[src/rtl/mem_port_arbiter.sv]
// mem_port_arbiter: arbitrates one fetch port and one data port onto a single
// registered memory port. A transaction runs IDLE -> BUSY -> DONE -> IDLE.
// A grant is made only in IDLE. BUSY holds the memory strobes until
// mem_ready. DONE is the single cycle in which the requester's ack pulses.
//
// Optional feature: define ARB_RR_EN to replace fixed data-over-fetch
// priority with alternating (round-robin) priority on simultaneous requests.
// After reset the data port wins the first contended grant.

module mem_port_arbiter (
   input  logic        clk,
   input  logic        rst,
   input  logic        if_req,
   input  logic [11:0] if_addr,
   output logic [15:0] if_rdata,
   output logic        if_ack,
   input  logic        d_rd,
   input  logic        d_wr,
   input  logic [11:0] d_addr,
   input  logic [15:0] d_wdata,
   output logic [15:0] d_rdata,
   output logic        d_ack,
   output logic [11:0] mem_addr,
   output logic [15:0] mem_wdata,
   output logic        mem_rd,
   output logic        mem_wr,
   input  logic [15:0] mem_rdata,
   input  logic        mem_ready,
   output logic        stall
);

   typedef enum logic [1:0] {
      IDLE = 2'd0,
      BUSY = 2'd1,
      DONE = 2'd2
   } state_t;

   state_t state;
   state_t state_nxt;

   logic d_pend;      // data port has a load or store outstanding
   logic any_pend;    // at least one port is requesting
   logic pick_data;   // arbitration result if a grant is made this cycle
   logic start;       // grant taken this cycle (IDLE with a request)
   logic finish;      // memory completes this cycle (BUSY with mem_ready)
   logic grant_data;  // owner of the transaction in flight: 1 = data port

   assign d_pend   = d_rd | d_wr;
   assign any_pend = if_req | d_pend;

   // Stall whenever a requester is waiting and is not seeing its ack
   assign stall = (if_req & ~if_ack) | (d_pend & ~d_ack);

`ifdef ARB_RR_EN
   logic last_data;   // 1 = the most recent grant went to the data port

   // Contention goes to the port that was not granted last
   always_comb begin
      pick_data = d_pend & (~if_req | ~last_data);
   end

   // Remember the winner of every grant; reset points at fetch so data wins first
   always_ff @(posedge clk) begin
      if (rst) begin
         last_data <= 1'b0;
      end else if (start) begin
         last_data <= pick_data;
      end
   end
`else
   // Fixed priority: the data port always beats the fetch port
   always_comb begin
      pick_data = d_pend;
   end
`endif

   // State register
   always_ff @(posedge clk) begin
      if (rst) begin
         state <= IDLE;
      end else begin
         state <= state_nxt;
      end
   end

   // Next-state logic; BUSY waits for mem_ready for as long as it takes
   always_comb begin
      state_nxt = state;
      case (state)
         IDLE: begin
            if (any_pend) begin
               state_nxt = BUSY;
            end
         end
         BUSY: begin
            if (mem_ready) begin
               state_nxt = DONE;
            end
         end
         DONE: begin
            state_nxt = IDLE;
         end
         default: begin
            state_nxt = IDLE;
         end
      endcase
   end

   // Decoded control events for the datapath registers
   always_comb begin
      start  = 1'b0;
      finish = 1'b0;
      case (state)
         IDLE:    start  = any_pend;
         BUSY:    finish = mem_ready;
         default: begin
            start  = 1'b0;
            finish = 1'b0;
         end
      endcase
   end

   // Transaction owner, latched at grant time
   always_ff @(posedge clk) begin
      if (rst) begin
         grant_data <= 1'b0;
      end else if (start) begin
         grant_data <= pick_data;
      end
   end

   // Memory address and write data, frozen from grant until the next grant
   always_ff @(posedge clk) begin
      if (rst) begin
         mem_addr  <= '0;
         mem_wdata <= '0;
      end else if (start) begin
         if (pick_data) begin
            mem_addr  <= d_addr;
            mem_wdata <= d_wdata;
         end else begin
            mem_addr  <= if_addr;
            mem_wdata <= '0;
         end
      end
   end

   // Memory strobes: set on grant, dropped on completion; a store wins over a load
   always_ff @(posedge clk) begin
      if (rst) begin
         mem_rd <= 1'b0;
         mem_wr <= 1'b0;
      end else if (start) begin
         mem_wr <= pick_data & d_wr;
         mem_rd <= ~(pick_data & d_wr);
      end else if (finish) begin
         mem_rd <= 1'b0;
         mem_wr <= 1'b0;
      end
   end

   // One-cycle completion pulse to whichever port owns the transaction
   always_ff @(posedge clk) begin
      if (rst) begin
         if_ack <= 1'b0;
         d_ack  <= 1'b0;
      end else begin
         if_ack <= finish & ~grant_data;
         d_ack  <= finish & grant_data;
      end
   end

   // Read data capture; a store leaves the data port's read register untouched
   always_ff @(posedge clk) begin
      if (rst) begin
         if_rdata <= '0;
         d_rdata  <= '0;
      end else if (finish) begin
         if (!grant_data) begin
            if_rdata <= mem_rdata;
         end else if (!mem_wr) begin
            d_rdata <= mem_rdata;
         end
      end
   end

endmodule

[config.mk]
export PLATFORM = sky130hd
export DESIGN_NAME = mem_port_arbiter
export DESIGN_NICKNAME = d
export VERILOG_FILES = /design/src/rtl/mem_port_arbiter.sv
export SDC_FILE = /design/constraint.sdc
export NUM_CORES = 1
export LEC_CHECK = 0
export BUFFER_PORTS_ARGS = -buffer_cell sky130_fd_sc_hd__buf_2
export CORE_ASPECT_RATIO = 1.2
export CORE_MARGIN = 2
export CORE_UTILIZATION = 49
export DETAILED_ROUTE_END_ITERATION = 10
export GPL_TIMING_DRIVEN = 0
export PLACE_DENSITY_LB_ADDON = 0.3
export SYNTH_ARGS = -nofsm -noshare
export SYNTH_HDL_FRONTEND = slang
export SYNTH_SLANG_ARGS = --single-unit
export TNS_END_PERCENT = 5
[constraint.sdc]
create_clock -name clk -period 4.1 [get_ports clk]
set_clock_uncertainty 0.15 [all_clocks]
set_input_delay 1.025 -clock clk [delete_from_list [all_inputs] [get_ports clk]]
set_output_delay 1.025 -clock clk [all_outputs]
set_load 0.05 [all_outputs]
=== Word level (Yosys, flattened, before mapping) ===
Index checks and enable logic that the tools add are counted.

* Bits in registers: 67
* Latch bits: 0
* Memory bits (writable): 0
* ROM bits: 0
* Input bits: 62
* Output and inout bits: 65
* Logic and storage cells: 41
* Memories: 0

* Add/sub/neg operators: 0
* Multiply operators: 0
* Div/mod/pow operators: 0
* $lt $le $gt $ge: 0
* Equal/unequal tests: 3
* Shift operators: 0
* Muxes and demuxes: 10
* Bitwise logic cells: 13
* Reductions and logical operators: 5

{| class="wikitable"
|+ Operator list
! operator !! number
|-
| $mux 16 || 1
|-
| $mux 12 || 1
|-
| $and 1x1->1 || 5
|-
| $mux 1 || 5
|-
| $not 1->1 || 5
|-
| $mux 2 || 2
|-
| $ne 2x2->1 const B || 2
|-
| $pmux 2 s2 || 1
|-
| $reduce_and 2->1 || 2
|-
| $or 1x1->1 || 3
|-
| $reduce_and 3->1 || 1
|-
| $eq 2x1->1 const B || 1
|-
| $logic_not 2->1 || 1
|-
| $reduce_bool 2->1 || 1
|}

=== Longest topological paths before layout ===
* Depth in word-level cells: 4
* Mapped depth: 6
* Mapped depth without buffers: 3

=== Worst setup path after synthesis ===
OpenSTA, ideal clock, no wires.

* Kind: in2out
* Start point: input port d_rd
* End point: output port stall
* Data arrival time: 2071 ps
* Required time: 2925 ps
* Path slack: 854 ps
* Stages: 3
* Buffers on the path: 1
* Cells stage by stage: nor2_1 -> clkbuf_1 -> o22ai_1

* Longest elaborated chain between the ends: 3

{| class="wikitable"
|+ Ends and longest elaborated chain
! element !! line !! text
|-
| start, declared || 17 || <nowiki>input logic d_rd,</nowiki>
|-
| $or 1x1->1 || 48 || <nowiki>assign d_pend = d_rd | d_wr;</nowiki>
|-
| $and 1x1->1 || 52 || <nowiki>assign stall = (if_req & ~if_ack) | (d_pend & ~d_ack);</nowiki>
|-
| $or 1x1->1 || 52 ||
|-
| end, declared || 29 || <nowiki>output logic stall</nowiki>
|}

Every way passes these cells.

=== Worst setup path after layout ===
* Start point: input port d_wr
* End point: output port stall

* Longest elaborated chain between the ends: 3

{| class="wikitable"
|+ Ends and longest elaborated chain
! element !! line !! text
|-
| start, declared || 18 || <nowiki>input logic d_wr,</nowiki>
|-
| $or 1x1->1 || 48 ||
|-
| $and 1x1->1 || 52 ||
|-
| $or 1x1->1 || 52 ||
|}

Every way passes these cells.

==> flow_summary.json <==
{
  "cts-root-buf": "clkbuf_8",
  "cp-end-kind": "output pin",
  "coreArea_um2": 5225,
  "yosys.area_share.xor_xnor_pct": 0,
  "clockBufferDepth": 2,
  "netlist_area_um2": 2633,
  "crit_path_frequent_cell": "buf_2",
  "area_delta_synth_final_pct": 33.75,
  "p_leak_nw": 1.694,
  "drt_iter0_drc": 97,
  "fill_cells": 437,
  "grt_max_degree": 12,
  "tns_ns": 0,
  "critPathMaxStageDelay_ns": 0.43,
  "cts_sinks": 67,
  "drt_first_pass_iters": 4,
  "path_clk_slew_ns": 0.06,
  "crit_arrival_ns": 2.23,
  "synth.avg_cell_area_um2": 9.470,
  "cts_resized": 0,
  "yosys.area_share.simple_pct": 19.30,
  "setup_slack_ns": 0.6983,
  "crit_required_ns": 2.92,
  "routed_wl_um": 6394,
  "maxSlewViolCount": 0,
  "grt_pass1_wl_um": 10380,
  "finalSetupViolations": 0,
  "synth_top_area_cell": "dfxtp_1",
  "synthDistinctLibCells": 30,
  "synth_seq_cells": 67,
  "post-route-min-period_ns": 3.402,
  "synth.top_cell.area_share_pct": 50.95,
  "critPathMaxFanout": 10,
  "ios": 127,
  "min_from": "if_rdata[15]",
  "r2r-start": "state[0]",
  "synth_cells": 278,
  "place_hpwl_um": 4627,
  "post-route-util_pct": 67.39,
  "wl_per_cell_um": 13.27,
  "worstMarginPinSlew_ns": 0.6913,
  "fp.dieH_um": 84.30,
  "drv_cap": 0,
  "outcome": "complete, no violations",
  "fp.dieW_um": 70.91,
  "cts_tree": "done",
  "start_util_pct": 50.38,
  "yosys-top-cells-count": "dfxtp_1 (67), nand2_1 (44), nand2b_1 (32)",
  "startpoint": "d_wr",
  "nets": 477,
  "worstSetupPathType": "in2out",
  "yosys-top-cells-area": "dfxtp_1 (51%), nand2b_1 (7.6%), nand2_1 (6.3%)",
  "synth-edff-count": 0,
  "synth_mux_area_share_pct": 6.084,
  "synth_top_flop_cell": "dfxtp_1",
  "gp_congestion": 0.8144,
  "hold_path_class": "reg2reg",
  "powerDensity_nw_per_um2": 435.2,
  "synth_fa_ha_area_share_pct": 0,
  "remaining_drc_errors": 0,
  "die_area_um2": 5977,
  "layout-drive-gt1-share_pct": 36.19,
  "p_total_mw": 1.532,
  "place_ws_ns": 0.7050,
  "final_hold_viol_count": 0,
  "relSlewSlack_pct": 53.53,
  "yosysSeqAreaShare_pct": 50.95,
  "timing.hold.ws_ns": 0.3078,
  "grt_util_all_layers_pct": 21.73,
  "num_vias": 2496,
  "ir_worst_vdd_v": 0.0003178,
  "ant_nets": 0,
  "rsz0062_at_grt": "false",
  "avgViaCountPerCell": 5.178,
  "fmax_mhz": 294.0,
  "cts_buffers": 9,
  "port-buffer-count": 126,
  "syn_nets": 340,
  "worst_setup_path_start_kind": "primary input",
  "core.rowCount": 29,
  "yosys_warnings": 0,
  "insertion_delay_ns": 0.33,
  "critPathSlowestCell": "clkbuf_1",
  "ys_async_sr_fraction_pct": 0,
  "synth_compound_area_share_pct": 18.87,
  "synth_top_family_by_area": "simple AND/OR/NAND/NOR gates",
  "cts_setup_buffers": 0,
  "synth_most_common_cell": "dfxtp_1",
  "antenna_found_initial": 0,
  "cts_max_level": 3,
  "antenna_cells": 0,
  "ctsHoldBuffers": 0,
  "grt_overflow": 0,
  "crit_chain": "buf_2 -> nor2_1 -> clkbuf_1 -> o22ai_1 -> buf_2",
  "grt_pass1_vias": 2255,
  "period_share_pct": 82.97
}
[layout by cell type, fill, tap and decap left out, drive strengths merged]
master | netlist | routed
nor3 | 1 | 1
inv | 1 | 1
and2 | 2 | 2
o31ai | 1 | 1
clkbuf | 16 | 28
nor4 | 1 | 1
a311oi | 12 | 12
or3 | 1 | 1
a21oi | 30 | 30
clkinvlp | 0 | 2
a22o | 16 | 16
a2111oi | 1 | 1
o22ai | 1 | 1
nor2 | 5 | 5
mux2i | 16 | 16
o21ai | 15 | 15
buf | 7 | 133
and4bb | 1 | 1
clkinv | 0 | 2
or3b | 1 | 1
nand4bb | 1 | 1
nand2b | 32 | 32
nand3 | 1 | 1
nand2 | 44 | 44
dfxtp | 67 | 67
nand3b | 4 | 4
nor3b | 1 | 1
[stage by stage]
step	instances	cell area, um2
after floorplan	278	2633
after global placement	466	3341
after detailed placement	466	3341
after CTS	482	3521
after global routing	482	3521
final	482	3521
[per-layer routing]
| layer | wire length, um | GRT usage [%] | vias to the layer above |
|---|---|---|---|
| li1 | - | - | 1248 |
| met2 | 3115 | 35.51 | 91 |
| met4 | 144 | 10.98 | 0 |
| met5 | 0 | 0 | - |
| met3 | 433 | 4.802 | 18 |
| met1 | 2701 | 26.77 | 1139 |
[final timing paths]
path / endpoint / slack (ns) / depth (start not counted)
max: stall / 0.70 / 5
min: if_rdata[15] / 0.31 / 2
max reg2reg: mem_addr[4] / 2.21 / 4
min reg2reg: if_rdata[15] / 0.31 / 2
[cells by family (layout without fill, tap and decap cells)]
logic type / Yosys count / after routing
muxes: 16 / 16
DFF: 67 / 67
buffers and inverters: 24 / 166
AOI/OAI and AO/OA: 76 / 76
and+or+nand+nor: 95 / 95
[worst max-delay path: cells and delay by family]
kind | cells | cell delay, ns
compound gates | 1 | 0.11
buf+inv | 3 | 0.80
simple gates | 1 | 0.28
[where the power goes]
| group | internal [mW] | leakage, nW | switching, mW |
|---|---|---|---|
| clock | 0.250 | 0.0884 | 0.238 |
| sequential | 0.692 | 0.548 | 0.0230 |
| combinational | 0.100 | 1.06 | 0.229 |
| total | 1.04 | 1.69 | 0.490 |
[state kept, by name, summed over array words and instances (netlist names)]
name        cells
d_ack           1
mem_rd          1
if_ack          1
mem_wdata      16
state           2
mem_addr       12
mem_wr          1
if_rdata       16
d_rdata        16
grant_data      1
[final cells by class]
type	instances	area, um2	share of cell area [%]
buffer	23	122.6	3.483
clock buffer	12	155.1	4.407
clock inverter	4	25.02	0.7107
inverter	1	3.754	0.1066
multi-input combinational	187	1165	33.08
sequential	67	1341	38.10
tap	62	77.57	2.203
timing repair buffer	126	630.6	17.91
No activity file was read; power rests on OpenSTA's default activity.
